$ cat config.mk
export PLATFORM = sky130hd
export DESIGN_NAME = uart_tx_ctrl
export DESIGN_NICKNAME = d
export VERILOG_FILES = /design/src/rtl/uart_pkg.sv /design/src/rtl/uart_baud_cnt.sv /design/src/rtl/uart_tx_ctrl.sv
export SDC_FILE = /design/constraint.sdc
export NUM_CORES = 1
export LEC_CHECK = 0
export ABC_AREA = 1
export BUFFER_PORTS_ARGS = -buffer_cell sky130_fd_sc_hd__buf_4
export CORE_MARGIN = 4
export CORE_UTILIZATION = 30
export CTS_CLUSTER_DIAMETER = 30
export DETAILED_ROUTE_END_ITERATION = 8
export GPL_TIMING_DRIVEN = 0
export PLACE_DENSITY = 0.54
export SLEW_MARGIN = 5
export SYNTH_ARGS = -nofsm -noshare
export SYNTH_HDL_FRONTEND = slang
export SYNTH_SLANG_ARGS = --single-unit
$ cat constraint.sdc
create_clock -name i_clk -period 1.5 [get_ports i_clk]
set_input_delay 0.075 -clock i_clk [delete_from_list [all_inputs] [get_ports i_clk]]
set_output_delay 0.075 -clock i_clk [all_outputs]
set_load 0.01 [all_outputs]
$ cat src/rtl/uart_pkg.sv
// Shared UART definitions used by the TX controller and the future RX controller.
package uart_pkg;

  localparam int UART_DATA_W = 8;

  localparam bit PARITY_MODE_EVEN = 1'b0;
  localparam bit PARITY_MODE_ODD  = 1'b1;

  typedef enum logic [2:0] {
    IDLE,
    START,
    DATA,
    PARITY,
    STOP
  } uart_state_e;

  // Even parity is the XOR of the data bits; odd parity is its complement.
  function automatic logic parity_bit(input logic acc, input logic odd);
    return acc ^ odd;
  endfunction

endpackage

$ cat src/rtl/uart_baud_cnt.sv
// Bit-period counter: free-runs while enabled, clears on demand and pulses
// bit_end on the last cycle of every bit period.
module uart_baud_cnt #(
  parameter int CLKS_PER_BIT = 868
) (
  input  logic i_clk,
  input  logic i_rst,
  input  logic i_clr,
  output logic o_bit_end
);

  localparam int CNT_W = (CLKS_PER_BIT > 1) ? $clog2(CLKS_PER_BIT) : 1;
  localparam logic [CNT_W-1:0] LAST = CNT_W'(CLKS_PER_BIT - 1);

  logic [CNT_W-1:0] cnt;

  always_ff @(posedge i_clk or posedge i_rst) begin
    if (i_rst) begin
      cnt <= '0;
    end else if (i_clr || (cnt == LAST)) begin
      cnt <= '0;
    end else begin
      cnt <= cnt + 1'b1;
    end
  end

  assign o_bit_end = (cnt == LAST);

endmodule

$ cat src/rtl/uart_tx_ctrl.sv
// UART transmit sequencer: strobes the external PISO shift register and frames
// start, 8 data bits (LSB first), optional parity and stop onto the TX line.
module uart_tx_ctrl
  import uart_pkg::*;
#(
  parameter int CLKS_PER_BIT = 868,
  parameter bit PARITY_EN    = 1'b1,
  parameter bit PARITY_ODD   = PARITY_MODE_EVEN
) (
  input  logic                   i_clk,
  input  logic                   i_rst,
  input  logic [UART_DATA_W-1:0] i_txdata,
  input  logic                   i_txstart,
  input  logic                   i_serialdata,
  output logic                   o_load,
  output logic                   o_shift,
  output logic                   o_tx,
  output logic                   o_busy,
  output logic                   o_done
);

  localparam logic [2:0] LAST_BIT = 3'(UART_DATA_W - 1);

  uart_state_e state, state_nxt;
  logic [2:0]  bit_cnt;
  logic        par_acc;
  logic        done_r, done_nxt;
  logic        bit_end;

  // The counter is held at zero while idle so each frame starts on a clean bit period.
  uart_baud_cnt #(
    .CLKS_PER_BIT(CLKS_PER_BIT)
  ) u_baud_cnt (
    .i_clk    (i_clk),
    .i_rst    (i_rst),
    .i_clr    (state == IDLE),
    .o_bit_end(bit_end)
  );

  // i_txdata itself goes straight to the shift register; only the strobe lives here.
  assign o_load = (state == IDLE) && i_txstart && !i_rst;
  assign o_busy = (state != IDLE);
  assign o_done = done_r;

  always_ff @(posedge i_clk or posedge i_rst) begin
    if (i_rst) begin
      state   <= IDLE;
      bit_cnt <= '0;
      par_acc <= 1'b0;
      done_r  <= 1'b0;
    end else begin
      state  <= state_nxt;
      done_r <= done_nxt;
      if (o_load) begin
        bit_cnt <= '0;
        par_acc <= 1'b0;
      end else if ((state == DATA) && bit_end) begin
        par_acc <= par_acc ^ i_serialdata;
        if (bit_cnt != LAST_BIT) begin
          bit_cnt <= bit_cnt + 3'd1;
        end
      end
    end
  end

  // The shift at the end of START presents bit 0; the last data bit needs no shift.
  always_comb begin
    state_nxt = state;
    o_shift   = 1'b0;
    done_nxt  = 1'b0;
    case (state)
      IDLE: begin
        if (i_txstart) state_nxt = START;
      end
      START: begin
        if (bit_end) begin
          o_shift   = 1'b1;
          state_nxt = DATA;
        end
      end
      DATA: begin
        if (bit_end) begin
          if (bit_cnt != LAST_BIT) begin
            o_shift = 1'b1;
          end else begin
            state_nxt = PARITY_EN ? PARITY : STOP;
          end
        end
      end
      PARITY: begin
        if (bit_end) state_nxt = STOP;
      end
      STOP: begin
        if (bit_end) begin
          state_nxt = IDLE;
          done_nxt  = 1'b1;
        end
      end
      default: state_nxt = IDLE;
    endcase
  end

  // Line level depends only on registered state and the registered serial bit.
  always_comb begin
    o_tx = 1'b1;
    case (state)
      START:   o_tx = 1'b0;
      DATA:    o_tx = i_serialdata;
      PARITY:  o_tx = parity_bit(par_acc, PARITY_ODD);
      default: o_tx = 1'b1;
    endcase
  end

endmodule

Yosys cells after proc, flatten, opt, wreduce, memory -nomap -nowiden
Index checks and enable logic that the tools add are counted.
Widths: inputs -> output; s select.
Operators by class
  add/subtract/negate cells: 2
  $mul: 0
  divide/modulo/power cells: 0
  $lt $le $gt $ge: 0
  equal/unequal tests: 12
  shift operators: 0
  muxes and demuxes: 19
  bitwise logic cells: 1
  reductions and logical operators: 11
Operators with widths (number)
  $mux 3: 9
  $pmux 3 s5: 1
  $ne 2x2->1 const B: 6
  $add 10x1->10 const B: 1
  $eq 10x10->1 const B: 1
  $mux 10: 1
  $eq 3x2->1 const B: 2
  $mux 1: 6
  $reduce_and 6->1: 1
  $reduce_bool 2->1: 2
  $add 3x1->3 const B: 1
  $eq 3x1->1 const B: 1
  $eq 3x3->1 const B: 1
  $logic_and 1x1->1: 3
  $logic_not 3->1: 1
  $ne 3x3->1 const B: 1
  $pmux 1 s3: 1
  $reduce_bool 3->1: 1
  $pmux 1 s2: 1
  $reduce_and 2->1: 1
  $logic_not 1->1: 1
  $logic_or 1x1->1: 1
  $xor 1x1->1: 1
Word-level totals
  register bits after elaboration: 18
  latch bits: 0
  RAM bits: 0
  bits in read-only memories: 0
  input port bits: 12
  output and inout bits: 5
  logic and storage cells: 50
  memories: 0

Depth between registers and ports, before layout
Gate-level depths: netlist of run 1.
  depth in word-level cells: 5
  mapped depth: 9
  gate-level depth less buffers: 9

Modules after synthesis
Synthesis of run 1 repeated with hierarchy kept, for this count alone.
Second synthesis, totals
  cells, all modules: 147
  area, all modules: 1107.3 sq um
Modules (own cells, without submodules)
  uart_baud_cnt: times used 1, cells an instance 79, area an instance 583.1 sq um, sequential area each 250.2 sq um
  uart_tx_ctrl: times used 1, cells an instance 68, area an instance 524.3 sq um, sequential area each 200.2 sq um

Least setup slack after synthesis of run 1
OpenSTA, ideal clock, no wires.
  path kind: register to register
  from: reg u_baud_cnt.cnt[0]
  to: reg state[1]
  setup time: 0.117 ns
  data arrival time: 1.186 ns
  required time: 1.383 ns
  slack: 0.198 ns
  cell stages (with the launch flop): 9
  cell sequence: dfrtp_1 -> ha_1 -> nand2_2 -> nor2_4 -> nand3_4 -> nand2_2 -> nand2_1 -> nand2_1 -> nand2_1
On the way
  word-level cells in the longest chain between the ends: 3
  elaborated cells on any way between the ends: 6
  those cells by class: eq/ne: 5; reduce/logical: 1
RTL lines
  start, declared: RTL line uart_baud_cnt.sv:15  | logic [CNT_W-1:0] cnt;
  start signal, assigned: RTL line uart_baud_cnt.sv:23  | cnt <= cnt + 1'b1;
  $eq 10x10->1 (*): RTL line uart_baud_cnt.sv:27  | assign o_bit_end = (cnt == LAST);
  $ne 2x2->1 (no source line)
  $reduce_and 6->1 (no source line) (*)
  end signal, assigned: RTL line uart_tx_ctrl.sv:52  | state <= state_nxt;
  end, declared: RTL line uart_tx_ctrl.sv:24  | uart_state_e state, state_nxt;
Mark *: on every way between the ends. The rest lies on a longest branch, timed or not.
A chain may end at the register's enable or synchronous reset.

Worst setup path in the final report of run 1
  from: reg bit_cnt[1]
  to: out o_shift
On the way
  word-level cells in the longest chain between the ends: 4
RTL lines
  start, declared: RTL line uart_tx_ctrl.sv:25  | logic [2:0] bit_cnt;
  start signal, assigned: RTL line uart_tx_ctrl.sv:60  | bit_cnt <= bit_cnt + 3'd1;
  $ne 3x3->1: RTL line uart_tx_ctrl.sv:83  | if (bit_cnt != LAST_BIT) begin
  $mux 1: RTL line uart_tx_ctrl.sv:83
  $mux 1: RTL line uart_tx_ctrl.sv:82  | if (bit_end) begin
  $pmux 1 s2: RTL line uart_tx_ctrl.sv:71  | case (state)
  end, declared: RTL line uart_tx_ctrl.sv:16  | output logic o_shift,
Every way passes these cells.

==> results of run 1 <==
routing by layer:
metal / global-route usage / vias up / routed length (µm)
met3: 0.0170 / 4 / 50
met5: 0 / - / 0
li1: - / 545 / -
met2: 0.184 / 12 / 1280
met4: 0.0438 / 0 / 45
met1: 0.137 / 479 / 1220
layout make-up:
cell class / instances / area (µm²)
sequential: 18 / 453
fill: 424 / 2240
clock buffer: 4 / 55.1
timing repair buffer: 19 / 145
multi-input combinational: 116 / 679
tap: 48 / 60.1
inverter: 29 / 114
power breakdown:
part | internal, mW | total, mW | switching, mW
combinational | 0.391 | 1.05 | 0.655
clock | 0.234 | 0.422 | 0.188
sequential | 0.577 | 0.672 | 0.0955
total | 1.20 | 2.14 | 0.939
worst min-delay path by stage:
stage	slack (ns)	to	depth (start not counted)	start
2_1_floorplan	0.02	bit_cnt[0]	1	i_rst
3_3_place_gp	0.26	u_baud_cnt.cnt[6]	2	i_rst
3_5_place_dp	0.27	u_baud_cnt.cnt[8]	2	i_rst
4_1_cts	0.11	par_acc	4	i_serialdata
5_1_grt	0.15	par_acc	4	i_serialdata
6_report	0.11	par_acc	4	i_serialdata
cells in the final DEF, fill, tap and decap left out, types with 3 or more instances in the layout:
cell type,count
a21oi_1,3
buf_4,18
clkbuf_8,4
dfrtp_1,16
inv_1,21
inv_2,6
nand2_1,38
nand2_2,7
nand3_1,17
nor2_1,21
nor2_2,7
nor2_4,3
nor3_2,3
state kept, by name (all words and copies together) (netlist names):
register,flops
bit_cnt,3
u_baud_cnt.cnt,10
par_acc,1
o_done,1
state,3
through the flow:
stage	worst slack (ns)	setup TNS [ns]	instances	area, µm²
after global routing	-0.0276	-0.0434	234	1510
final	0.0202	0	234	1510
after global placement	-0.0211	-0.0236	219	1310
after CTS	-0.0193	-0.0193	226	1410
after floorplan	0.198	0	163	1190
after detailed placement	-0.0430	-0.151	219	1310
critical path: stages (launching register included):
cell	delay (ns)
dfrtp_1	0.40
ha_2	0.21
ha_4	0.16
inv_2	0.06
nand2_4	0.06
a21oi_2	0.13
buf_4	0.12
cell families after synthesis:
| family | count (synthesis) |
|---|---|
| AND/OR/NAND/NOR | 106 |
| buffers and inverters | 29 |
| flip-flops | 18 |
| AO/OA/AOI/OAI | 6 |
| adder cells (fa/ha/maj) | 3 |
| XOR/XNOR | 1 |
timing repair:
item / in CTS / in global routing
hold buffers: 1 / 0
endpoints found under the setup margin: 7 / 3
pin swaps: 0 / 3
setup buffers: 2 / 8
gates resized for setup: 7 / 7
endpoints found under the hold margin: 18 / 0
==> results.json, run 1 <==
{
  "syn-num-nets": 178,
  "synthAdderAreaFrac": 0.0316,
  "synth_compound_area_frac": 0.0253,
  "syn_area_per_cell_um2": 7.28,
  "finalSetupViolations": 0,
  "power.density_nw_per_um2": 1420,
  "vias": 1040,
  "synth_top_area_share": 0.379,
  "finalMaxSlewViolations": 0,
  "grt_pass1_wl_um": 4510,
  "coreArea_um2": 3740,
  "grt_pass1_vias": 1032,
  "detail-route-antenna-nets": 0,
  "timing.rr.end": "bit_cnt[1]",
  "yosysUniqueCellTypes": 23,
  "synth_area_leaders": "dfrtp_1 (38%), nand2_1 (12%), nand3_1 (7.6%)",
  "n_antenna_cell": 0,
  "async_flop_share": 1.00,
  "numCtsBuffers": 3,
  "root_buffer": "clkbuf_8",
  "yosysTopAreaCell": "dfrtp_1",
  "crit_required_ns": 1.42,
  "ios": 17,
  "clk_pin_slew_ns": 0.08,
  "finalCritPeriodShare": 0.987,
  "total_power_mw": 2.14,
  "post-route-min-period_ns": 1.48,
  "htree_levels": 1,
  "avgRoutedWirePerCell_um": 11.1,
  "clk_latency_ns": 0.26,
  "cp-startpoint": "bit_cnt[1]",
  "cp-endpoint": "o_shift",
  "yosysMostFrequentCell": "nand2_1",
  "outcome": "completed",
  "timing.hold.ws_ns": 0.113,
  "synth_seq_cells": 18,
  "area_growth_pct": 26.9,
  "postSynthCellCount": 163,
  "grt-ovfl-total": 0,
  "dpl.hpwl_um": 1820,
  "endpoint_kind": "output pin",
  "initial_core_util": 0.317,
  "vdd_drop_max_mv": 0.492,
  "synth_xor_area_frac": 0.00738,
  "die_w_um": 70.9,
  "skew_ns": 0.00534,
  "clock_sinks": 18,
  "die_area_um2": 5030,
  "globalplace.congestion": 0.795,
  "std_cell_rows": 22,
  "synth_commonest_cells": "nand2_1 (38), inv_1 (22), nor2_1 (21)",
  "fmax_mhz": 676,
  "yosys.area_share.simple": 0.463,
  "worst-setup-path-type": "flip-flop to output pin",
  "avgViaCountPerCell": 4.44,
  "relSlewSlack": 0.438,
  "hold_violations": 0,
  "wl_um": 2600,
  "drive_gt1_frac": 0.339,
  "firstDrtPassIters": 4,
  "cts.path.max_buffers": 2,
  "die_h_um": 70.9,
  "grt_start_max_net_pins": 19,
  "cts_tree": "built",
  "synth_flop_cell": "dfrtp_1",
  "drt_iter0_markers": 42,
  "antenna_found_initial": 0,
  "cp-start-kind": "flip-flop",
  "r2r_cells": 8,
  "tightest_slew_ns": 0.840,
  "synth_warnings": 0,
  "portBuffers": 8,
  "cap_violations": 0,
  "fin_util": 0.402,
  "timing.rr.start": "u_baud_cnt.cnt[1]",
  "r2r_slack_ns": 0.16,
  "syn_area_um2": 1190,
  "worst_hold_path_type": "input port to flip-flop",
  "synth_mux_area_frac": 0,
  "arrival_ns": 1.40,
  "cp_max_fo": 3,
  "grt_setup_unrepaired": "yes",
  "yosysSeqAreaShare": 0.379,
  "track_usage": 0.109,
  "synth_top_family_by_area": "simple AND/OR/NAND/NOR gates",
  "leakagePower_nw": 0.735,
  "post-route-drc-count": 0,
  "synth_edf_count": 0,
  "layout.nets": 202
}
No activity file was read; power rests on OpenSTA's default activity.
==> run 2: changes to the inputs <==
BUFFER_PORTS_ARGS = -buffer_cell sky130_fd_sc_hd__buf_2   (was -buffer_cell sky130_fd_sc_hd__buf_4)
==> run 2 against run 1 <==
First-iteration DRC count is 26% lower. Critical path depth is the same. Worst hold slack improved by 0.047 ns. Clock skew shrank 0.0028 ns. Die area is the same. Wire length decreased by 4.5%. Combinational power barely moved. Final cell count decreased by 0.43%. Register-to-register slack about the same. Non-clock buffer count unchanged. Largest cell class unchanged. Highest routed layer unchanged.
==> results.json, run 2 (synthesis results as in run 1) <==
{
  "hold_violations": 0,
  "coreArea_um2": 3740,
  "mostFrequentLayoutCell": "nand2_1",
  "fin_util": 0.392,
  "tns_ns": 0,
  "die_area_um2": 5030,
  "globalplace.congestion": 0.815,
  "largest_register_ffs": 10,
  "root_buffer": "clkbuf_8",
  "outcome": "completed",
  "fmax_mhz": 694,
  "timing.rr.start": "u_baud_cnt.cnt[4]",
  "worst-setup-path-type": "flip-flop to output pin",
  "worst_hold_path_type": "input port to flip-flop",
  "area_growth_pct": 23.5,
  "dpl.hpwl_um": 1760,
  "cp-start-kind": "flip-flop",
  "initial_core_util": 0.317,
  "cts_tree": "built",
  "layout.nets": 202,
  "clk_pin_slew_ns": 0.07,
  "cap_violations": 0,
  "finalMaxSlewViolations": 0,
  "die_h_um": 70.9,
  "tightest_slew_ns": 0.859,
  "detail-route-antenna-nets": 0,
  "die_w_um": 70.9,
  "htree_levels": 1,
  "portBuffers": 8,
  "firstDrtPassIters": 4,
  "ios": 17,
  "finalCritPeriodShare": 0.961,
  "leakagePower_nw": 0.723,
  "drive_gt1_frac": 0.330,
  "skew_ns": 0.00258,
  "clk_latency_ns": 0.25,
  "arrival_ns": 1.37,
  "crit_required_ns": 1.42,
  "grt_pass1_vias": 926,
  "cp-startpoint": "bit_cnt[0]",
  "endpoint_kind": "output pin",
  "hp-start": "i_serialdata",
  "biggestRegsByFlops": "u_baud_cnt.cnt (10), bit_cnt (3), state (3)",
  "cp_max_fo": 3,
  "post-route-drc-count": 0,
  "total_power_mw": 2.04,
  "avgViaCountPerCell": 4.54,
  "mostFrequentLayoutCells": "nand2_1 (38), nor2_1 (21), inv_1 (20)",
  "std_cell_rows": 22,
  "n_antenna_cell": 0,
  "post-route-min-period_ns": 1.44,
  "grt-ovfl-total": 0,
  "drt_iter0_markers": 31,
  "track_usage": 0.101,
  "antenna_found_initial": 0,
  "vdd_drop_max_mv": 0.370,
  "finalSetupViolations": 0,
  "grt_pass1_wl_um": 4080,
  "grt_start_max_net_pins": 19,
  "relSlewSlack": 0.425,
  "power.density_nw_per_um2": 1390,
  "cts.path.max_buffers": 2,
  "grt_setup_unrepaired": "yes",
  "vias": 1057,
  "numCtsBuffers": 3,
  "largest-register": "u_baud_cnt.cnt",
  "clock_sinks": 18,
  "avgRoutedWirePerCell_um": 10.7,
  "wl_um": 2480
}
==> run 2: area by class of cell <==
cell class,count,area [µm²]
Sequential cell,18,452
Clock buffer,3,41.3
Fill cell,411,2280
Tap cell,48,60.1
Multi-Input combinational cell,116,674
Timing Repair Buffer,19,125
Inverter,29,114
==> run 2: stage by stage <==
stage	hold WS, ns	instance area, µm²	cells	setup WS (ns)
after floorplan	0.0220	1190	163	0.198
after global placement	0.259	1290	219	-0.0431
after detailed placement	0.251	1290	219	-0.0167
after CTS	0.134	1370	224	-0.0193
after global routing	0.217	1470	233	-0.0290
final	0.160	1470	233	0.0591
==> run 2: power by group <==
part	switching [mW]	total [mW]	internal [mW]
Clock	0.158	0.336	0.178
Combinational	0.648	1.03	0.386
Sequential	0.0993	0.674	0.574
Total	0.905	2.04	1.14
==> run 2: repair_timing <==
item	CTS	global route
buffers inserted	1	9
endpoints found under the hold margin	18	0
hold buffers	1	0
setup endpoints to repair	6	3
resized for setup	5	8
pin swaps	0	4
==> run 2: critical path, stage by stage, from the launching register on <==
cell and delay (ns):
dfrtp_1 0.40, ha_2 0.19, ha_4 0.16, inv_4 0.05, nand2_4 0.05, a21oi_2 0.12, buf_2 0.13
==> run 2: path summary, 6_finish.rpt <==
path,endpoint,slack [ns],cells past startpoint
setup / recovery,o_shift,0.06,6
hold / removal,par_acc,0.16,4
min in group asynchronous,u_baud_cnt.cnt[8],0.64,3
hold reg to reg,bit_cnt[1],0.54,2
setup reg to reg,state[0],0.15,9
max in group asynchronous,state[2],0.27,3
==> run 2: metal layers <==
layer / track usage / vias to the layer above / routed length, µm / part of all wire
li1: - / 554 / - / -
met1: 0.135 / 488 / 1230 / 0.49
met2: 0.160 / 13 / 1180 / 0.47
met3: 0.0170 / 2 / 41 / 0.017
met4: 0.0438 / 0 / 34 / 0.014
met5: 0 / - / 0 / 0
==> run 3: changes to the inputs <==
BUFFER_PORTS_ARGS = -buffer_cell sky130_fd_sc_hd__clkbuf_2   (was -buffer_cell sky130_fd_sc_hd__buf_2)
==> run 3 against run 2 <==
The run now ends with negative hold slack left. Via count shrank 0.66%. Die area unchanged. Register-to-register slack hardly changed. Core utilization decreased by 1.4 points. Largest power group unchanged. Clock skew fell by 0.00053 ns. Final area decreased by 3.5%. Worst setup slack got worse by 0.047 ns. Combinational power is 6% lower. Critical endpoint unchanged. Non-clock buffer count decreased by 6. Clock-buffer cell count did not move. Power is 1.4% lower. Wire length shrank 1.5%.
==> results.json, run 3 (synthesis results as in run 1) <==
{
  "initial_core_util": 0.317,
  "track_usage": 0.106,
  "grt-ovfl-total": 0,
  "fin_area_um2": 1420,
  "die_w_um": 70.9,
  "antenna_found_initial": 0,
  "grt_start_max_net_pins": 20,
  "avgViaCountPerCell": 4.63,
  "n_antenna_cell": 0,
  "clk_latency_ns": 0.26,
  "fmax_mhz": 672,
  "timing.hold.ws_ns": -0.0414,
  "tns_ns": 0,
  "grt_pass1_wl_um": 4240,
  "hold_violations": 18,
  "placedCellCount": 219,
  "wl_um": 2450,
  "cp_slowest_cell": "dfrtp_1",
  "outcome": "finished, violations left",
  "ios": 17,
  "finalMaxSlewViolations": 0,
  "grt_pass1_vias": 967,
  "mostFrequentLayoutCell": "nand2_1",
  "area_growth_pct": 19.2,
  "relSlewSlack": 0.437,
  "cp-start-kind": "flip-flop",
  "std_cell_rows": 22,
  "leakagePower_nw": 0.701,
  "worst-setup-path-type": "flip-flop to output pin",
  "finalCritPeriodShare": 0.992,
  "tightest_slew_ns": 0.844,
  "arrival_ns": 1.41,
  "detail-route-antenna-nets": 0,
  "avgRoutedWirePerCell_um": 10.8,
  "biggestRegsByFlops": "u_baud_cnt.cnt (10), bit_cnt (3), state (3)",
  "largest-register": "u_baud_cnt.cnt",
  "cts_tree": "built",
  "mostFrequentLayoutCells": "nand2_1 (38), nor2_1 (21), inv_1 (20)",
  "clock_sinks": 18,
  "grt_setup_unrepaired": "yes",
  "largest_register_ffs": 10,
  "drt_iter0_markers": 53,
  "htree_levels": 1,
  "power.density_nw_per_um2": 1420,
  "violations": "negative hold slack",
  "max_stage_delay_ns": 0.39,
  "clk_pin_slew_ns": 0.07,
  "cp_max_fo": 3,
  "cap_violations": 0,
  "cts.path.max_buffers": 2,
  "cp_num_buf_inv": 2,
  "finalSetupViolations": 0,
  "layout.nets": 196,
  "coreArea_um2": 3740,
  "crit_required_ns": 1.42,
  "path_cells": "ha_1 -> ha_2 -> inv_2 -> nand2_4 -> a21oi_2 -> buf_2",
  "globalplace.congestion": 0.793,
  "vdd_drop_max_mv": 0.444,
  "endpoint_kind": "output pin",
  "numCtsBuffers": 3,
  "skew_ns": 0.00205,
  "post-route-drc-count": 0,
  "cp_top_family": "flip-flops",
  "post-route-min-period_ns": 1.49,
  "vias": 1050,
  "firstDrtPassIters": 4,
  "post_dp_cell_area_um2": 1290,
  "instances_no_fill": 227,
  "root_buffer": "clkbuf_8",
  "drive_gt1_frac": 0.318,
  "fin_util": 0.378,
  "portBuffers": 8,
  "die_h_um": 70.9,
  "worst_hold_path_type": "input port to async pin",
  "dpl.hpwl_um": 1800,
  "die_area_um2": 5030
}
run 3: cell types whose count changed in the layout (fill, tap and decap cells not counted), sizes merged:
cell and delta:
dlygate4sd3 -1, buf -12, clkbuf +7
run 3: through the flow:
stage               setup WS (ns)  hold slack (ns)  power (mW)
detailed placement        -0.0601            0.262        1.55
floorplan                   0.198           0.0220        1.34
global route              -0.0626           0.0241        2.22
CTS                       -0.0316          -0.0160        1.98
global placement          -0.0514            0.246        1.55
finish                     0.0117          -0.0414        2.01
run 3: what timing repair did:
| item | CTS | global route |
|---|---|---|
| hold endpoints to repair | 18 | 0 |
| gates resized for setup | 6 | 8 |
| setup endpoints to repair | 6 | 3 |
| setup buffers | 2 | 3 |
| gates cloned | 0 | 0 |
run 3: layout make-up:
cell class	count	area [µm²]
Tap cell	48	60.1
Sequential cell	18	453
Fill cell	418	2330
Inverter	29	111
Timing Repair Buffer	13	77.6
Multi-Input combinational cell	116	672
Clock buffer	3	41.3
run 3: layer usage:
layer,vias up,routed length (µm),track usage
met1,495,1180,0.139
met3,4,37,0.0213
li1,541,-,-
met2,10,1180,0.170
met5,-,0,0
met4,0,48,0.0438
run 3: where the power goes:
| part | internal [mW] | total, mW | switching (mW) |
|---|---|---|---|
| combinational | 0.341 | 0.968 | 0.627 |
| clock | 0.179 | 0.353 | 0.174 |
| sequential | 0.577 | 0.694 | 0.118 |
run 3: worst paths after layout:
path	startpoint	to	slack, ns	cells past startpoint
min reg2reg	bit_cnt[2]	bit_cnt[2]	0.54	2
min in group i_clk	i_serialdata	par_acc	0.13	4
max reg2reg	u_baud_cnt.cnt[1]	state[1]	0.14	9
min	i_rst	u_baud_cnt.cnt[8]	-0.04	2
max in group asynchronous	i_rst	state[2]	0.96	2
max	bit_cnt[0]	o_shift	0.01	6
